<file path="src/rtl/pmp_access_arbiter.sv">
`default_nettype none
// ============================================================================
// Module      : pmp_access_arbiter
// Description : Shares one combinational PMP checker between the fetch port
//               and the load/store port. Each access is latched, checked in a
//               dedicated cycle and answered with a one-cycle ok/fault pulse.
//               A denied access leaves a fault record (cause, tval) pending
//               for clint until acknowledged, and stalls the pipeline.
// Revision    : 1.0 - initial release
// ============================================================================
module pmp_access_arbiter #(
  parameter int ADDR_W = 32,
  parameter int PLEN   = 34
) (
  input  logic              clk,
  input  logic              rst,
  // fetch port
  input  logic              if_req_i,
  input  logic [ADDR_W-1:0] if_addr_i,
  output logic              if_gnt_o,
  output logic              if_ok_o,
  output logic              if_fault_o,
  // load/store port
  input  logic              ls_req_i,
  input  logic              ls_we_i,
  input  logic [ADDR_W-1:0] ls_addr_i,
  output logic              ls_gnt_o,
  output logic              ls_ok_o,
  output logic              ls_fault_o,
  // PMP checker
  output logic              pmp_req_o,
  output logic [PLEN-1:0]   pmp_addr_o,
  output logic [1:0]        pmp_size_o,
  output logic              pmp_r_o,
  output logic              pmp_w_o,
  output logic              pmp_x_o,
  input  logic              pmp_exception_i,
  // fault record towards clint
  output logic              fault_o,
  output logic [3:0]        fault_cause_o,
  output logic [ADDR_W-1:0] fault_tval_o,
  input  logic              fault_ack_i,
  // stall towards ctrl
  output logic              hold_o
);

  localparam logic [1:0] ST_IDLE   = 2'd0;
  localparam logic [1:0] ST_CHECK  = 2'd1;
  localparam logic [1:0] ST_FAULT  = 2'd2;

  // Access kind of the latched request; fetch is 0 so a reset latch is benign.
  localparam logic [1:0] ACC_FETCH = 2'd0;
  localparam logic [1:0] ACC_LOAD  = 2'd1;
  localparam logic [1:0] ACC_STORE = 2'd2;

  localparam logic [3:0] CAUSE_FETCH = 4'd1;
  localparam logic [3:0] CAUSE_LOAD  = 4'd5;
  localparam logic [3:0] CAUSE_STORE = 4'd7;

  // last_grant encoding: 0 = fetch port, 1 = load/store port
  localparam logic GRANT_IF = 1'b0;
  localparam logic GRANT_LS = 1'b1;

  logic [1:0]        state_q, state_d;
  logic [ADDR_W-1:0] addr_q, addr_d;
  logic [1:0]        acc_q, acc_d;
  logic              last_grant_q, last_grant_d;
  logic              if_gnt_q, if_gnt_d;
  logic              ls_gnt_q, ls_gnt_d;
  logic              if_ok_q, if_ok_d;
  logic              ls_ok_q, ls_ok_d;
  logic              if_fault_q, if_fault_d;
  logic              ls_fault_q, ls_fault_d;
  logic              fault_q, fault_d;
  logic [3:0]        cause_q, cause_d;
  logic [ADDR_W-1:0] tval_q, tval_d;

  logic              w_pick_ls;
  logic              w_owner_ls;
  logic [3:0]        w_cause;
  logic              w_in_check;
  logic [PLEN-1:0]   w_pmp_addr;

  // Cause code and owning port of the access currently latched.
  always_comb begin
    w_owner_ls = (acc_q != ACC_FETCH);
    case (acc_q)
      ACC_LOAD:  w_cause = CAUSE_LOAD;
      ACC_STORE: w_cause = CAUSE_STORE;
      default:   w_cause = CAUSE_FETCH;
    endcase
  end

  // Arbitration, check sequencing and fault bookkeeping.
  always_comb begin
    state_d      = state_q;
    addr_d       = addr_q;
    acc_d        = acc_q;
    last_grant_d = last_grant_q;
    if_gnt_d     = 1'b0;
    ls_gnt_d     = 1'b0;
    if_ok_d      = 1'b0;
    ls_ok_d      = 1'b0;
    if_fault_d   = 1'b0;
    ls_fault_d   = 1'b0;
    fault_d      = fault_q;
    cause_d      = cause_q;
    tval_d       = tval_q;
    // On a tie the port that did not win last time gets the checker.
    w_pick_ls    = ls_req_i & (~if_req_i | (last_grant_q == GRANT_IF));

    case (state_q)
      ST_IDLE: begin
        if (if_req_i | ls_req_i) begin
          state_d = ST_CHECK;
          if (w_pick_ls) begin
            last_grant_d = GRANT_LS;
            ls_gnt_d     = 1'b1;
            addr_d       = ls_addr_i;
            acc_d        = ls_we_i ? ACC_STORE : ACC_LOAD;
          end else begin
            last_grant_d = GRANT_IF;
            if_gnt_d     = 1'b1;
            addr_d       = if_addr_i;
            acc_d        = ACC_FETCH;
          end
        end
      end
      ST_CHECK: begin
        if (pmp_exception_i) begin
          state_d    = ST_FAULT;
          fault_d    = 1'b1;
          cause_d    = w_cause;
          tval_d     = addr_q;
          ls_fault_d = w_owner_ls;
          if_fault_d = ~w_owner_ls;
        end else begin
          state_d = ST_IDLE;
          ls_ok_d = w_owner_ls;
          if_ok_d = ~w_owner_ls;
        end
      end
      ST_FAULT: begin
        if (fault_ack_i) begin
          state_d = ST_IDLE;
          fault_d = 1'b0;
        end
      end
      default: state_d = ST_IDLE;
    endcase
  end

  // State and response registers; reset abandons any access in flight.
  always_ff @(posedge clk or posedge rst) begin
    if (rst) begin
      state_q      <= ST_IDLE;
      addr_q       <= '0;
      acc_q        <= ACC_FETCH;
      last_grant_q <= GRANT_IF;
      if_gnt_q     <= 1'b0;
      ls_gnt_q     <= 1'b0;
      if_ok_q      <= 1'b0;
      ls_ok_q      <= 1'b0;
      if_fault_q   <= 1'b0;
      ls_fault_q   <= 1'b0;
      fault_q      <= 1'b0;
      cause_q      <= 4'd0;
      tval_q       <= '0;
    end else begin
      state_q      <= state_d;
      addr_q       <= addr_d;
      acc_q        <= acc_d;
      last_grant_q <= last_grant_d;
      if_gnt_q     <= if_gnt_d;
      ls_gnt_q     <= ls_gnt_d;
      if_ok_q      <= if_ok_d;
      ls_ok_q      <= ls_ok_d;
      if_fault_q   <= if_fault_d;
      ls_fault_q   <= ls_fault_d;
      fault_q      <= fault_d;
      cause_q      <= cause_d;
      tval_q       <= tval_d;
    end
  end

  // Checker drive: only live during CHECK, address zero-extended to PLEN.
  always_comb begin
    w_in_check = (state_q == ST_CHECK);
    w_pmp_addr = '0;
    if (w_in_check) begin
      w_pmp_addr[ADDR_W-1:0] = addr_q;
    end
  end

  assign pmp_req_o     = w_in_check;
  assign pmp_addr_o    = w_pmp_addr;
  assign pmp_size_o    = 2'd3;
  assign pmp_x_o       = w_in_check & (acc_q == ACC_FETCH);
  assign pmp_r_o       = w_in_check & (acc_q == ACC_LOAD);
  assign pmp_w_o       = w_in_check & (acc_q == ACC_STORE);

  assign if_gnt_o      = if_gnt_q;
  assign ls_gnt_o      = ls_gnt_q;
  assign if_ok_o       = if_ok_q;
  assign ls_ok_o       = ls_ok_q;
  assign if_fault_o    = if_fault_q;
  assign ls_fault_o    = ls_fault_q;

  assign fault_o       = fault_q;
  assign fault_cause_o = cause_q;
  assign fault_tval_o  = tval_q;

  // Stall whenever the checker is busy, a fault is pending, or a request waits.
  assign hold_o = (state_q == ST_CHECK) | (state_q == ST_FAULT) |
                  ((state_q == ST_IDLE) & (if_req_i | ls_req_i));

endmodule
`default_nettype wire

</file>
<file path="config.mk">
export PLATFORM = sky130hd
export DESIGN_NAME = pmp_access_arbiter
export DESIGN_NICKNAME = d
export VERILOG_FILES = /design/src/rtl/pmp_access_arbiter.sv
export SDC_FILE = /design/constraint.sdc
export NUM_CORES = 1
export LEC_CHECK = 0
export BUFFER_PORTS_ARGS = -buffer_cell sky130_fd_sc_hd__buf_4
export CORE_ASPECT_RATIO = 1.75
export CORE_UTILIZATION = 24
export DETAILED_ROUTE_END_ITERATION = 8
export GPL_TIMING_DRIVEN = 0
export PLACE_DENSITY_LB_ADDON = 0.1
export SLEW_MARGIN = 20
export SYNTH_ARGS = -nofsm -noshare
export SYNTH_HDL_FRONTEND = slang
export SYNTH_SLANG_ARGS = --single-unit
export TNS_END_PERCENT = 10
</file>
<file path="constraint.sdc">
create_clock -name clk -period 2.6 [get_ports clk]
set_clock_uncertainty 0.2 [all_clocks]
set_input_delay 0.39 -clock clk [delete_from_list [all_inputs] [get_ports clk]]
set_output_delay 0.39 -clock clk [all_outputs]
set_load 0.005 [all_outputs]
</file>
After elaboration in Yosys (flattened, before gate mapping)
Cells that the tools add are included.

Bits of input ports: 71. Logic and storage cells: 66. Bits in registers: 80. Output and inout port bits: 84.

Equality and inequality tests: 7. Bitwise operators: 12. Reduce and logical (&&, ||, !) cells: 8. Muxes and demuxes: 26.

Operators with widths (number): two-way mux 32 bit (2); two-way mux 1 bit (16); two-way mux 2 bit (5); case mux 2 bit (3 select lines) (1); case mux 3 bit (2 select lines) (1); AND reduction 2 bit (3); bitwise AND 1 bit (5); == test 2 x 1 -> 1 bit (second input constant) (2); == test 2 bit (second input constant) (2); zero test 2 bit (2); != test 2 bit (second input constant) (2); bitwise OR 1 bit (4); nonzero test 2 bit (2); inverter 1 bit (3); AND reduction 3 bit (1); != test 2 x 1 -> 1 bit (second input constant) (1); case mux 1 bit (2 select lines) (1).

Longest topological paths before layout
Depth after elaboration: 6. Mapped depth: 6. Depth with buffers taken out: 5.

Worst setup path before layout
No wires, ideal clock.

Path type: register -> output. From: register state_q[1]. To: output port pmp_addr_o[10]. Arrival: 1.237 ns. Stages on the path, launching flop included: 6. Path buffers: 2. Required time: 2.010 ns. Path slack: 0.773 ns. Cell sequence: dfrtp_1 > inv_1 > ha_1 > clkbuf_1 > clkbuf_1 > and2_1.

Cells in the longest elaborated chain, start to end: 2.

RTL lines: start, declared (RTL line 64) `logic [1:0] state_q, state_d;`; start signal, assigned (RTL line 170) `state_q <= state_d;`; == test 2 x 1 -> 1 bit (RTL line 188) `w_in_check = (state_q == ST_CHECK);`; net pmp_req_o (RTL line 31) `output logic pmp_req_o,`; two-way mux 32 bit (RTL line 190) `if (w_in_check) begin`; end, declared (RTL line 32) `output logic [PLEN-1:0] pmp_addr_o,`.

The timed path passes the listed nets, and every way through them passes these cells.

Worst setup path after layout
From: register state_q[1]. To: output port pmp_addr_o[17].

Cells in the longest elaborated chain, start to end: 2.

RTL lines (RTL line): == test 2 x 1 -> 1 bit (188); two-way mux 32 bit (190).

Every way passes these cells.

==> summary.md <==
| Metric | Value |
|---|---|
| FF-to-FF End | fault_tval_o[6]$_DFFE_PP0P_ |
| First-pass GRT wire length | 17.0 mm |
| Synth Flop Type | dfrtp_1 |
| IO Pins | 155 |
| Top Metal Used | met4 |
| First-pass DRT Iterations | 4 |
| Leakage | ~0.0026 uW |
| Crit path required time | 2.01 ns |
| Cell variety after synth | 26 |
| Setup slack after layout | 0.184 ns |
| Inserted Diodes | 0 |
| FF-to-FF Start | state_q[1]$_DFFE_PP0P_ |
| Final net count | between 500 and 600 |
| Syn Area/Cell | 10.6 um2 |
| Top fanout value on the critical path | 10 |
| WP data arrival | approximately 1.8 ns |
| Synthesized flop and latch total | 79 |
| Max_slew headroom | around three fifths |
| Die ar. | 15700 um2 |
| CP startpoint kind | flop |
| Status | completed |
| Register area share after synthesis | a little over half |
| Number of buffers created by CTS | 9 |
| GP Congestion | 0.780 |
| Reg area | roughly 2000 um2 |
| WHS Endpoint | acc_q[0]$_DFFE_PP0P_ |
| Top-area cell type share of the netlist area | between 50% and 60% |
| Ranking of synthesized cells by area | dfrtp_1, mux2_2, a21oi_1 |
| Mapped Area | 3640 um2 |
| Wire length on met1 | 4.26 mm |
| Initial drt markers | between 90 and 100 |
| Hold path startpoint | ls_we_i |
| Worst reg2reg path depth | 6 |
| Placeable core area | 14800 um2 |
| Largest net degree at the start of global routing | 23 |
| CTS tree | built |
| Post-CTS setup buffers | 0 |
| Clk sinks | 79 |
| Fin crit period | 2.42 ns |
| Warnings from Yosys | 0 |
| FP Rows | 59 |
| Via/cell ratio | 4.33 |
| Crit path capture type | primary output |
| Async set or reset register ratio after synthesis | 100% |
| Routed Antenna Nets | 0 |
| Area grow syn2layout | 48.9% |
| Grt total ovfl | 0 |
| Layout cells sized above 1 | 45.7% |
| H-tree depth | 3 |
| Hold Worst Slack | about 0.048 ns |
| Final setup viols | 0 |
| Clk Latency, worst-skew pair | 0.33 ns |
| Detailed-route DRC error count | 0 |
| Post-placement setup slack | 0.0169 ns |
| Area after DPL | slightly above 5000 um2 |
| IO Port Bufs | 148 |
| Worst slew pin tran | 0.592 ns |
| Class of the worst hold path | input pin to flop |
| Wire length per cell | 16.3 um |
| Fin Setup TNS | 0 ns |
| Vert. Die Dim | 165 um |
| Die X | 95.1 um |
| Final cell area excluding filler cells | 5420 um2 |
| DP HPWL | 8.73 mm |
| Synth Instances | 345 |
| Clock transition at path regs | 0.06 ns |
| Fmax | 414 MHz |
| Final Max Slew Viols | 0 |
| Post-synth EDFFs | 0 |
| Initial Utilization | 24.5% |
| Clk root buf | clkbuf_16 |
| Met2 WL | ~6.4 mm |
| Post-synth top area cell | dfrtp_1 |
| Final Hold Vio Count | 0 |
| Vias in the first global route | 3149 |
| Initial antenna violation count | 0 |
| WL final | 11.4 mm |
| Worst setup path class | flop to primary output |
| RSZ-0062 raised after global routing | no |
| Area of the multi-input gates | 1470 um2 |
| Fillcell total | 1517 |
| Total number of vias | 3021 |
| VDD IR max | 0.457 mV |
| Fin crit share | between 90% and 100% |
| CTS Buffer Depth | 2 |
| Hold path cells | 2 |
| PwrDens | 1220 nW/um2 |
| Total chip power | 6610 uW |
| Total GRT Usage | 14.9% |
| Metal3 WL | 500 um |
| R2R Setup Slk | 0.69 ns |
| Max-cap violation count | 0 |
==> Yosys cell counts, types with 5 or more instances <==
| cell | instances |
|---|---|
| mux2_2 | 34 |
| ha_1 | 8 |
| buf_6 | 6 |
| buf_2 | 8 |
| buf_4 | 7 |
| nand2_1 | 35 |
| nor2_1 | 38 |
| a21oi_2 | 6 |
| dfrtp_1 | 79 |
| clkbuf_1 | 5 |
| inv_1 | 7 |
| and2_1 | 35 |
| a21oi_1 | 61 |
==> sequential cells by signal, summed over array words and instances (netlist names) <==
signal,count
acc_q,2
if_fault_o,1
if_ok_o,1
ls_gnt_o,1
addr_q,32
fault_cause_o,3
ls_fault_o,1
fault_o,1
state_q,2
ls_ok_o,1
fault_tval_o,32
if_gnt_o,1
last_grant_q,1
==> critical path: stages (launching register included) <==
cell and delay [ns]:
dfrtp_1 0.38, inv_1 0.10, ha_1 0.20, clkbuf_4 0.25, buf_2 0.25, and2_1 0.19
buf_4 0.12
==> report_power, final <==
group	switching, uW	total, uW	internal [uW]
logic	1350	2980	1630
clock network	488	1440	952
registers	356	2190	1830
total	2190	6610	4420
==> worst max-delay path by stage <==
stage,start,endpoint,depth (start not counted)
3_5_place_dp,state_q[1]$_DFFE_PP0P_,pmp_addr_o[17],6
3_3_place_gp,state_q[1]$_DFFE_PP0P_,pmp_r_o,6
5_1_grt,state_q[1]$_DFFE_PP0P_,pmp_addr_o[17],6
2_1_floorplan,state_q[1]$_DFFE_PP0P_,pmp_addr_o[10],5
6_report,state_q[1]$_DFFE_PP0P_,pmp_addr_o[17],6
4_1_cts,state_q[1]$_DFFE_PP0P_,pmp_addr_o[17],6
==> metrics by stage <==
| step | utilization, % | std cells |
|---|---|---|
| after floorplan | - | 348 |
| final | 36.6 | 697 |
| after detailed placement | 34.2 | 682 |
| after global routing | 36.6 | 697 |
| after global placement | 33.7 | 679 |
| after CTS | 36.5 | 697 |
==> placed cells by master (no fill, tap or decap), types with 2 or more instances in the layout <==
master,instances
and2_1,35
a21oi_2,6
conb_1,5
inv_1,6
buf_4,155
mux2_2,34
ha_1,8
clkbuf_16,9
a21oi_1,61
nor2_1,38
buf_2,10
o22ai_1,2
nand2_1,35
nand2b_1,2
dfrtp_1,79
buf_6,6
bufinv_16,3
buf_16,2
==> layer usage <==
layer,track usage [%],vias to the layer above
met5,0,-
met4,5.85,0
met3,2.67,11
met2,27.1,92
met1,16.7,1454
li1,-,1464
==> final cells by class <==
class,count,share of cell area [%]
sequential,79,36.4
multi-input combinational,236,27.1
timing repair buffer,152,22.1
clock buffer,10,4.41
tap,183,4.22
buffer,26,3.44
clock inverter,4,1.75
inverter,7,0.554
==> repair_timing <==
item | CTS | global route
hold buffers | 1 | 0
gates resized for setup | 4 | 4
setup endpoints to repair | 30 | 23
gates cloned | 0 | 0
endpoints found under the hold margin | 18 | 0
==> logic make-up after synthesis <==
group	Yosys count	share of synthesized area (%)
other cells	2	0.206
flops	79	54.3
mux	35	10.8
fa+ha+maj	8	2.75
compound gates	76	12.1
simple gates	112	14.3
buf+inv	33	5.63
No activity file was read; power rests on OpenSTA's default activity.
